[src/rtl/chip_6502_bus_adapter.sv]
// rtl/chip_6502_bus_adapter.sv - 6502 external bus to req/ack memory bridge with IRQ aggregation and fetch trace
//
// Purpose:
//   Bridges a 6502 core's bus cycles onto a request/acknowledge memory port,
//   stalling the CPU through cpu_rdy until memory answers or an optional ack
//   timeout expires. Folds NUM_IRQ edge-detected sources into irq_n/nmi_n and
//   keeps a small FIFO of opcode-fetch addresses for debug.
//
// Ports:
//   phi, res                       clock (rising edge), asynchronous active-high reset
//   cpu_valid/ab/rw/sync/db_i      CPU bus cycle request (sampled only while cpu_rdy=1)
//   cpu_db_o, cpu_rdy, cpu_done    read data, idle/accept flag, one-cycle completion pulse
//   mem_req/we/addr/wdata          latched memory request, held until ack or abort
//   mem_rdata, mem_ack             memory read data and single-cycle acknowledge
//   bus_err                        sticky timeout-abort flag
//   irq_src/en/clr, irq_pending    interrupt sources, enables, W1C clear, pending bits
//   irq_n, nmi_n                   active-low interrupt lines to the CPU
//   trace_addr/valid/pop/ovf       show-ahead fetch-trace FIFO and sticky overflow

module chip_6502_bus_adapter #(
  parameter int                 ADDR_W      = 16,
  parameter int                 DATA_W      = 8,
  parameter int                 NUM_IRQ     = 4,
  parameter logic [NUM_IRQ-1:0] NMI_MASK    = '0,
  parameter int                 TIMEOUT     = 255,
  parameter int                 TRACE_DEPTH = 16
) (
  input  logic               phi,
  input  logic               res,
  input  logic               cpu_valid,
  input  logic [ADDR_W-1:0]  cpu_ab,
  input  logic               cpu_rw,
  input  logic               cpu_sync,
  input  logic [DATA_W-1:0]  cpu_db_i,
  output logic [DATA_W-1:0]  cpu_db_o,
  output logic               cpu_rdy,
  output logic               cpu_done,
  output logic               mem_req,
  output logic               mem_we,
  output logic [ADDR_W-1:0]  mem_addr,
  output logic [DATA_W-1:0]  mem_wdata,
  input  logic [DATA_W-1:0]  mem_rdata,
  input  logic               mem_ack,
  output logic               bus_err,
  input  logic [NUM_IRQ-1:0] irq_src,
  input  logic [NUM_IRQ-1:0] irq_en,
  input  logic [NUM_IRQ-1:0] irq_clr,
  output logic [NUM_IRQ-1:0] irq_pending,
  output logic               irq_n,
  output logic               nmi_n,
  output logic [ADDR_W-1:0]  trace_addr,
  output logic               trace_valid,
  input  logic               trace_pop,
  output logic               trace_ovf
);

  // Timeout counter only has to reach TIMEOUT-1.
  localparam int            TW   = (TIMEOUT > 1) ? $clog2(TIMEOUT) : 1;
  localparam logic [TW-1:0] TLIM = TW'((TIMEOUT > 0) ? TIMEOUT - 1 : 0);
  localparam int            PW   = $clog2(TRACE_DEPTH);

  typedef enum logic [1:0] {
    ST_IDLE = 2'd0,
    ST_BUSY = 2'd1,
    ST_DONE = 2'd2
  } state_t;

  state_t        state;
  state_t        state_nx;
  logic          accept;
  logic          complete;
  logic          abort;
  logic          timeout_hit;
  logic [TW-1:0] tcnt;

  // ---------------------------------------------------------------------------
  // Bus cycle FSM
  // ---------------------------------------------------------------------------
  always_ff @(posedge phi or posedge res) begin
    if (res) begin
      state <= ST_IDLE;
    end else begin
      state <= state_nx;
    end
  end

  always_comb begin
    state_nx = state;
    accept   = 1'b0;
    complete = 1'b0;
    abort    = 1'b0;
    case (state)
      ST_IDLE: begin
        if (cpu_valid) begin
          accept   = 1'b1;
          state_nx = ST_BUSY;
        end
      end
      ST_BUSY: begin
        // An ack arriving on the very cycle the timer expires still wins.
        if (mem_ack) begin
          complete = 1'b1;
          state_nx = ST_DONE;
        end else if (timeout_hit) begin
          abort    = 1'b1;
          state_nx = ST_DONE;
        end
      end
      ST_DONE: begin
        state_nx = ST_IDLE;
      end
      default: begin
        state_nx = ST_IDLE;
      end
    endcase
  end

  // Decoded straight from state so that reset raises cpu_rdy without a clock.
  assign cpu_rdy  = (state == ST_IDLE);
  assign cpu_done = (state == ST_DONE);

  generate
    if (TIMEOUT > 0) begin : g_timeout
      assign timeout_hit = (tcnt == TLIM);
    end else begin : g_no_timeout
      assign timeout_hit = 1'b0;
    end
  endgenerate

  // ---------------------------------------------------------------------------
  // Memory port and CPU read-data datapath
  // ---------------------------------------------------------------------------
  always_ff @(posedge phi or posedge res) begin
    if (res) begin
      mem_req   <= 1'b0;
      mem_we    <= 1'b0;
      mem_addr  <= '0;
      mem_wdata <= '0;
      cpu_db_o  <= '0;
      bus_err   <= 1'b0;
      tcnt      <= '0;
    end else begin
      if (accept) begin
        mem_req   <= 1'b1;
        mem_we    <= ~cpu_rw;
        mem_addr  <= cpu_ab;
        mem_wdata <= cpu_db_i;
        tcnt      <= '0;
      end
      if (complete) begin
        mem_req <= 1'b0;
        if (!mem_we) begin
          cpu_db_o <= mem_rdata;
        end
      end else if (abort) begin
        mem_req  <= 1'b0;
        cpu_db_o <= '1;
        bus_err  <= 1'b1;
      end else if (state == ST_BUSY) begin
        tcnt <= tcnt + TW'(1);
      end
    end
  end

  // ---------------------------------------------------------------------------
  // Opcode-fetch trace FIFO
  // ---------------------------------------------------------------------------
  logic [ADDR_W-1:0] tmem [TRACE_DEPTH];
  logic [PW-1:0]     wr_ptr;
  logic [PW-1:0]     rd_ptr;
  logic [PW:0]       tcount;
  logic              t_push_req;
  logic              t_push;
  logic              t_pop;
  logic              t_full;

  assign t_push_req  = accept & cpu_sync & cpu_rw;
  assign trace_valid = (tcount != '0);
  assign t_full      = (tcount == (PW+1)'(TRACE_DEPTH));
  assign t_pop       = trace_pop & trace_valid;
  // A pop in the same cycle frees the slot the push needs.
  assign t_push      = t_push_req & (~t_full | t_pop);
  assign trace_addr  = tmem[rd_ptr];

  always_ff @(posedge phi) begin
    if (t_push) begin
      tmem[wr_ptr] <= cpu_ab;
    end
  end

  always_ff @(posedge phi or posedge res) begin
    if (res) begin
      wr_ptr    <= '0;
      rd_ptr    <= '0;
      tcount    <= '0;
      trace_ovf <= 1'b0;
    end else begin
      if (t_push) begin
        wr_ptr <= wr_ptr + PW'(1);
      end
      if (t_pop) begin
        rd_ptr <= rd_ptr + PW'(1);
      end
      case ({t_push, t_pop})
        2'b10:   tcount <= tcount + (PW+1)'(1);
        2'b01:   tcount <= tcount - (PW+1)'(1);
        default: tcount <= tcount;
      endcase
      if (t_push_req && !t_push) begin
        trace_ovf <= 1'b1;
      end
    end
  end

  // ---------------------------------------------------------------------------
  // Interrupt aggregation
  // ---------------------------------------------------------------------------
  logic [NUM_IRQ-1:0] src_q;
  logic [NUM_IRQ-1:0] rise;

  assign rise = irq_src & ~src_q;

  always_ff @(posedge phi or posedge res) begin
    if (res) begin
      src_q       <= '0;
      irq_pending <= '0;
      irq_n       <= 1'b1;
      nmi_n       <= 1'b1;
    end else begin
      src_q       <= irq_src;
      // A new edge beats a simultaneous clear so no event is lost.
      irq_pending <= (irq_pending & ~irq_clr) | rise;
      irq_n       <= ~|(irq_pending & irq_en & ~NMI_MASK);
      nmi_n       <= ~|(irq_pending & NMI_MASK);
    end
  end

endmodule
[config.mk]
export PLATFORM = sky130hd
export DESIGN_NAME = chip_6502_bus_adapter
export DESIGN_NICKNAME = d
export VERILOG_FILES = /design/src/rtl/chip_6502_bus_adapter.sv
export SDC_FILE = /design/constraint.sdc
export NUM_CORES = 1
export LEC_CHECK = 0
export CAP_MARGIN = 30
export CORE_MARGIN = 2
export CORE_UTILIZATION = 55
export DETAILED_ROUTE_END_ITERATION = 6
export PLACE_DENSITY_LB_ADDON = 0.3
export SYNTH_ARGS = -nofsm -noshare
export SYNTH_HDL_FRONTEND = slang
export SYNTH_SLANG_ARGS = --single-unit
[constraint.sdc]
create_clock -name phi -period 3.7 [get_ports phi]
set_input_delay 0.37 -clock phi [delete_from_list [all_inputs] [get_ports phi]]
set_output_delay 0.37 -clock phi [all_outputs]
set_load 0.01 [all_outputs]
# After elaboration in Yosys (flattened, before gate mapping)
# Memory sizes are Yosys's and may differ from the RTL's.
# Cells that the tools add are included.
# totals
reg_bits	68
latchBits	0
mem_bits_rw	256
romBits	0
in_bits	51
output_inout_bits	61
elab_cells	80
mem_count	1
# mem_list
name	words	word_bits	rd	rd_ports_with_merged_regs	write_ports	line	text
tmem	16	16	1	0	1	168	logic [ADDR_W-1:0] tmem [TRACE_DEPTH];
# classes
add_sub_neg	5
multipliers	0
n_div	0
n_lt_le_gt_ge	0
eq_ne	9
shift	0
n_mux	24
bitwise_logic	14
n_reduce_logical	12
# op_table
operator	count
$mux W8	7
$and A4 B4 Y4	3
$mux W1	12
$pmux W5 S2	1
$add A4 B1 Y4 const B	2
$add A8 B1 Y8 const B	1
$eq A8 B8 Y1 const B	1
$not A4 Y4	2
$mux W2	3
$reduce_and A2 Y1	3
$add A5 B1 Y5 const B	1
$eq A5 B5 Y1 const B	1
$reduce_bool A5 Y1	1
$sub A5 B1 Y5 const B	1
$and A1 B1 Y1	4
$eq A2 B1 Y1 const B	2
$eq A2 B2 Y1 const B	2
$ne A2 B2 Y1 const B	2
$or A4 B4 Y4	1
$pmux W2 S2	1
$reduce_bool A2 Y1	2
$reduce_or A4 Y1	1
$ne A3 B3 Y1 const B	1
$not A1 Y1	3
5 further kinds	6

# Logic depth before layout (Yosys ltp)
# Gate-level depths: netlist (run 1).
# logic_depth
word_depth	7
mapped_depth	9

# Worst setup path after synthesis (run 1)
# OpenSTA, ideal clock, no wires.
# synth_timing
path_type	register to register
startpoint	register state[0]
endpoint	memory tmem[0][0] (enable)
arrival_ns	2.651
t_required_ns	3.270
slack_ns	0.618
path_stages_with_launch	4
path_buffers	0
path_cell_list	dfrtp_1 -> nor3b_1 -> o2111ai_4 -> nor4_1
# synth_between
elab_chain_cells	7
# synth_rtl
item	line	text
from (decl)	68	state_t state;
from (signal assigned)	83	state <= state_nx;
$logic_not A2 Y1	92	case (state)
$mux W1	92	
$and A1 B1 Y1 (2 in series)	177	assign t_push_req = accept & cpu_sync & cpu_rw;
$and A1 B1 Y1	182	assign t_push = t_push_req & (~t_full | t_pop);
$mux W1	186	if (t_push) begin
$mux W1 (not written as such)	187	tmem[wr_ptr] <= cpu_ab;
to (decl)	168	
# No other way between the ends.

# Worst setup path after layout (run 1)
# layout_timing
startpoint	register rd_ptr[0]
endpoint	output trace_addr[2]
# layout_between
elab_chain_cells	1
# layout_rtl
item	line	text
from (decl)	170	logic [PW-1:0] rd_ptr;
from (signal assigned)	202	rd_ptr <= rd_ptr + PW'(1);
$mem_v2 Z16 W16	--	
to (decl)	51	output logic [ADDR_W-1:0] trace_addr,
# No other way between the ends.

==> results of run 1 <==
==> final cells by class <==
type | instances | area [sq um]
inverters | 28 | 105
multi-input cells | 295 | 3150
repair buffers | 142 | 1400
flip-flops and latches | 324 | 9400
well taps | 285 | 357
fillers | 1426 | 7110
clock buffers | 48 | 1020
clock inverters | 13 | 179
==> state kept, by name (all words and copies together), names as in the netlist, 2 cells and up <==
name         flops
tmem           256
irq_pending      4
tcount           5
src_q            4
cpu_db_o         8
mem_wdata        8
rd_ptr           4
tcnt             8
mem_addr        16
state            2
wr_ptr           4
==> routing by layer <==
layer  track usage [%]  up-vias
li1                  -     2926
met4              7.16        0
met2              40.1      316
met3              4.92       44
met1              31.8     3553
met5                 0        -
==> worst max-delay path by stage <==
stage | cells after the start | from | slack (ns) | end
global route | 4 | rd_ptr[0] | 0.14 | trace_addr[2]
CTS | 4 | rd_ptr[0] | 0.20 | trace_addr[0]
global placement | 9 | cpu_valid | 0.67 | tcount[4]
detailed placement | 9 | cpu_valid | 0.62 | tcount[4]
floorplan | 3 | state[0] | 0.62 | tmem[0][0]
finish | 4 | rd_ptr[0] | 0.25 | trace_addr[2]
==> where the power goes <==
group          switching, mW  internal, mW  leakage, nW
logic                   1.39          1.83         1.90
clock network           1.37          2.20        0.589
registers              0.321          4.22         3.11
total                   3.08          8.26         5.61
==> Yosys cell counts (all sizes together) <==
master | number | share of area, %
o22ai | 4 | 0.20
or4b | 1 | 0.079
dfstp | 1 | 0.21
and2 | 8 | 0.39
o21a | 4 | 0.24
o221ai | 2 | 0.28
o2111a | 1 | 0.088
a21o | 2 | 0.12
and4 | 1 | 0.069
or4 | 3 | 0.18
nor3 | 2 | 0.079
o211ai | 1 | 0.059
nand2b | 4 | 0.20
inv | 28 | 0.83
nor4 | 4 | 0.20
o2111ai | 2 | 0.28
xnor2 | 9 | 0.62
nand2 | 88 | 2.6
xor2 | 2 | 0.14
nand3 | 3 | 0.12
buf | 13 | 0.49
mux4 | 80 | 14
nor2 | 17 | 0.50
a221oi | 1 | 0.069
conb | 1 | 0.029
nand3b | 1 | 0.059
o21ai | 8 | 0.37
mux2 | 3 | 0.27
o31ai | 1 | 0.059
a21oi | 2 | 0.079
and3 | 1 | 0.049
edfxtp | 256 | 60
ha | 10 | 0.98
mux2i | 11 | 0.86
clkbuf | 16 | 0.47
nor3b | 3 | 0.18
nor2b | 4 | 0.20
nand4 | 7 | 0.34
o41ai | 1 | 0.069
fa | 1 | 0.16
a22o | 1 | 0.069
dfrtp | 67 | 13
or3b | 1 | 0.069
==> worst max-delay path: stages, from the launching register on <==
cell and delay (ns):
dfrtp_4 0.73, buf_4 0.30, mux4_2 0.54, mux4_2 0.50, clkdlybuf4s50_1 0.49
==> cells by family after synthesis <==
group,synth area share [%]
multiplexers,15.3
AO/OA/AOI/OAI,1.97
other,0.0294
AND/OR/NAND/NOR,5.30
adder cells (fa/ha/maj),1.14
buffers and inverters,1.79
XOR/XNOR,0.757
flip-flops,73.7
==> run metrics, run 1 <==
pin count of the biggest net entering global routing 46; total power 11.3 mW; commonest non-fill, non-tap cell in the layout edfxtp_1; maximum clock frequency a little under 300 MHz; via/cell ratio 6.03; placed insts 1074; YS warnings 0; Detailed Routing Iterations Pass 1 5; synthesized area per cell 18.8 sq um; # rows 55; Post-DP HPWL 16200 um; Die ar. 24400 sq um; I/O pin count 112; fin nets 887; Root Buffer clkbuf_16; vias in the first global route 7220; Finish-stage setup viols 0; Setup Slack @ Placement 0.616 ns; initial core utilization 56.1%; skew final 0.0150 ns; GP Congestion 0.784; worst setup margin about 0.25 ns; wire per inst 24.3 um; crit end category primary output; ANT nets after route 0; Final Hold Fails 0; crit path max fanout 21; Worst-Margin Slew slightly below 0.7 ns; Post-CTS Setup Inserts 0; leak pwr 5.61 nW; fin util slightly below 70%; Placement Cell Area 14400 sq um; CTS Hold Bufs 0; worst rel slew slack a little over half; clk sinks 324; met2 wire len 14000 um; RSZ-0062 raised after global routing false; Post-Synthesis Cells 676; clk buf depth 3; Die X-Extent approximately 160 um; most frequent cells in the layout edfxtp_1 (256), clkdlybuf4s50_1 (110), nand2_1 (88), mux4_2 (80), dfrtp_1 (65); max cap viols 0; R2R setup slack 0.82 ns; synth-to-layout area growth 22.5%; R2R depth 8; Arr. time, crit path approximately 3 ns; WL met3 roughly 2100 um; min Tclk post-route 3.45 ns; crit path launch type flip-flop; Max H-tree Level 2; initial antenna violation count 0; final instance area 15600 sq um; All-Layer GR Usage between 20% and 30%; CTS tree yes; Crit path required time 3.33 ns; final non-filler cell total approximately 1100; Mapped Nets 738; setup TNS 0 ns; Setup CP Type reg -> out; final wirelength 27600 um; I/O Buffers 110; cts repair resizes 0; post-synth cell types 49; Pwr per Cell Area between 700 and 800 nW/um^2; via count roughly 6800; peak supply drop between 0.3 and 0.4 mV; final worst-path cycle share 93.1%; Critical R2R Launch tcount[3]; Synth Cell Area 12700 sq um; Slew Viols, Final 0; DR top layer met4; DRT iter0 DRCs 483; class of the worst hold path in -> async; die height 156 um; status finished clean; Skew-Pair Late Insertion Delay 0.51 ns; Worst Hold Slack 0.239 ns; FF-to-FF End tcount[4]; core area 22700 sq um; first-pass GRT wire length about 42000 um; Reg clk slew, reported paths 0.06 ns; share of layout cells above drive strength 1 21.5%; GR Overflow Total 0; drc violations 0; M1 WL ~11000 um; ANT cells 0; cts bufs inserted 34; Seq/Total Area, Yosys 73.7%; Seq cells post-synth between 300 and 400
Power figures use the tool's default switching activity.
==> inputs of run 2 (changes only) <==
Settings changed: CAP_MARGIN 30 to 20.
==> run 2 against run 1 <==
Net effect:
- total power is 4.6% lower
- critical path type unchanged
- final cell count is 0.44% lower
- clock power is 14% lower
- sequential cell count stayed put
- cell area is 1.5% lower
==> run metrics, run 2 (synthesis results as in run 1) <==
ANT cells 0 (unchanged); initial antenna violation count 0 (unchanged); clk sinks 324 (unchanged); CTS Hold Bufs 0 (unchanged); final wirelength 27500 um (-0.42%); Worst-Margin Slew 1.07 ns (+0.378 ns); I/O Buffers 110 (unchanged); GP Congestion 0.784 (unchanged); M2 GR Usage 39.8% (-0.36 points); fill cell count 1431 (+0.35%); leak pwr 5.49 nW (-2.2%); met3 GRT Util 4.11% (-0.81 points); commonest non-fill, non-tap cell in the layout edfxtp_1; DRT iter0 DRCs 448 (-7.2%); Root Buffer clkbuf_16; max cap viols 0 (unchanged); Clk pwr share 28.4% (-3.1 points); Skew-Pair Late Insertion Delay 0.55 ns (+0.04 ns); Sw Pwr 3.00 mW (-2.4%); skew final 0.0171 ns (+0.00209 ns); Finish-stage setup viols 0 (unchanged); status finished clean; All-Layer GR Usage 23.5% (-0.27 points); crit path launch type flip-flop; crit path max fanout 21 (unchanged); peak supply drop 0.336 mV (-14%); most frequent cells in the layout edfxtp_1 (256), clkdlybuf4s50_1 (110), nand2_1 (88), mux4_2 (80), dfrtp_1 (65); Die X-Extent 156 um (unchanged); initial core utilization 56.1% (unchanged); pin count of the biggest net entering global routing 46 (unchanged); fin nets 883 (-0.45%); synth-to-layout area growth 20.6%; Post-DP HPWL 16000 um (-1.1%); RSZ-0062 raised after global routing false; final worst-path cycle share 94.5% (+1.4 points); maximum clock frequency 286 MHz (-1.5%); GR Overflow Total 0 (unchanged); sequential share of power 42.4% (+2.3 points); first-pass GRT wire length 42400 um (-0.26%); worst rel slew slack 29.0% (-25 points); total power 10.8 mW (-4.6%); max FFs per register 256 (unchanged); ANT nets after route 0 (unchanged); internal power 7.81 mW (-5.4%); setup TNS 0 ns (unchanged); Slew Viols, Final 0 (unchanged); Die ar. 24400 sq um (unchanged); biggest regs tmem x256, mem_addr x16; die height 156 um (unchanged); vias in the first global route 7198 (-0.30%); Post-CTS Setup Inserts 0 (unchanged); via/cell ratio 6.05 (+0.35%); R2R depth 8 (unchanged); Net Sw Frac 27.8% (+0.63 points); busiest grt layer met2; crit end category primary output; Detailed Routing Iterations Pass 1 4 (-1); GRT met1 Usage 32.2% (+0.41 points); CTS tree yes; Max H-tree Level 1 (-1); Final Hold Fails 0 (unchanged); wire per inst 24.3 um (about the same); Arr. time, crit path 3.13 ns (+0.05 ns); Biggest register tmem; min Tclk post-route 3.50 ns (+0.0524 ns); Comb power frac 29.3% (+0.9 points); drc violations 0 (unchanged); Reg clk slew, reported paths 0.06 ns (about the same); class of the worst hold path in -> async; Setup CP Type reg -> out; # rows 55 (unchanged); via count 6833 (-0.088%); core area 22700 sq um (unchanged); share of layout cells above drive strength 1 20.0% (-1.5 points); cts bufs inserted 31 (-8.8%); cts repair resizes 0 (unchanged); Pwr per Cell Area 704 nW/um^2 (-3.1%); Crit path required time 3.33 ns (about the same); I/O pin count 112 (unchanged); clk buf depth 3 (unchanged)
## run 2: path summary, 6_finish.rpt
kind,startpoint,slack (ns),endpoint
worst max-delay path,rd_ptr[0],0.20,trace_addr[0]
worst min-delay path,res,0.20,mem_wdata[7]
worst max register to register,tcount[3],0.81,tcount[4]
worst min register to register,src_q[1],0.43,irq_pending[1]
max in group asynchronous,res,2.43,rd_ptr[0]
min in group phi,irq_src[1],0.30,src_q[1]
## run 2: critical path, stage by stage (launching register included)
cell	delay, ns
dfrtp_4	0.73
buf_4	0.30
mux4_2	0.54
mux4_2	0.49
clkdlybuf4s50_1	0.50
## run 2: routing by layer
metal	vias to the layer above	part of all wire, %
li1	2916	-
met1	3542	39
met2	333	51
met3	42	7.9
met4	0	1.9
met5	-	0
## run 2: power groups by stage
stage          logic, mW  clock network, mW  registers [mW]
4_1_cts             3.21               3.13            4.58
2_1_floorplan       1.96                  0            4.51
3_5_place_dp        3.18                  0            4.65
6_report            3.17               3.07            4.58
5_1_grt             3.39               3.26            4.63
3_3_place_gp        3.08                  0            4.63
## run 2: final cells by class
cell class              count  area (sq um)  share of cell area, %
inverters                  28           105                  0.684
repair buffers            141          1370                   8.93
clock inverters            15           146                  0.953
well taps                 285           357                   2.32
clock buffers              42           837                   5.45
multi-input cells         295          3150                   20.5
flip-flops and latches    324          9400                   61.2
## run 2: metrics by stage
stage                     instances  setup slack, ns  utilization [%]  cell area [sq um]  hold slack, ns
after floorplan                 676            0.618                -              12700           0.399
after global placement         1073            0.672             63.3              14400           0.408
after detailed placement       1073            0.617             63.3              14400           0.427
after CTS                      1130            0.157             67.6              15400           0.196
after global routing           1130           0.0851             67.6              15400           0.237
final                          1130            0.202             67.6              15400           0.197
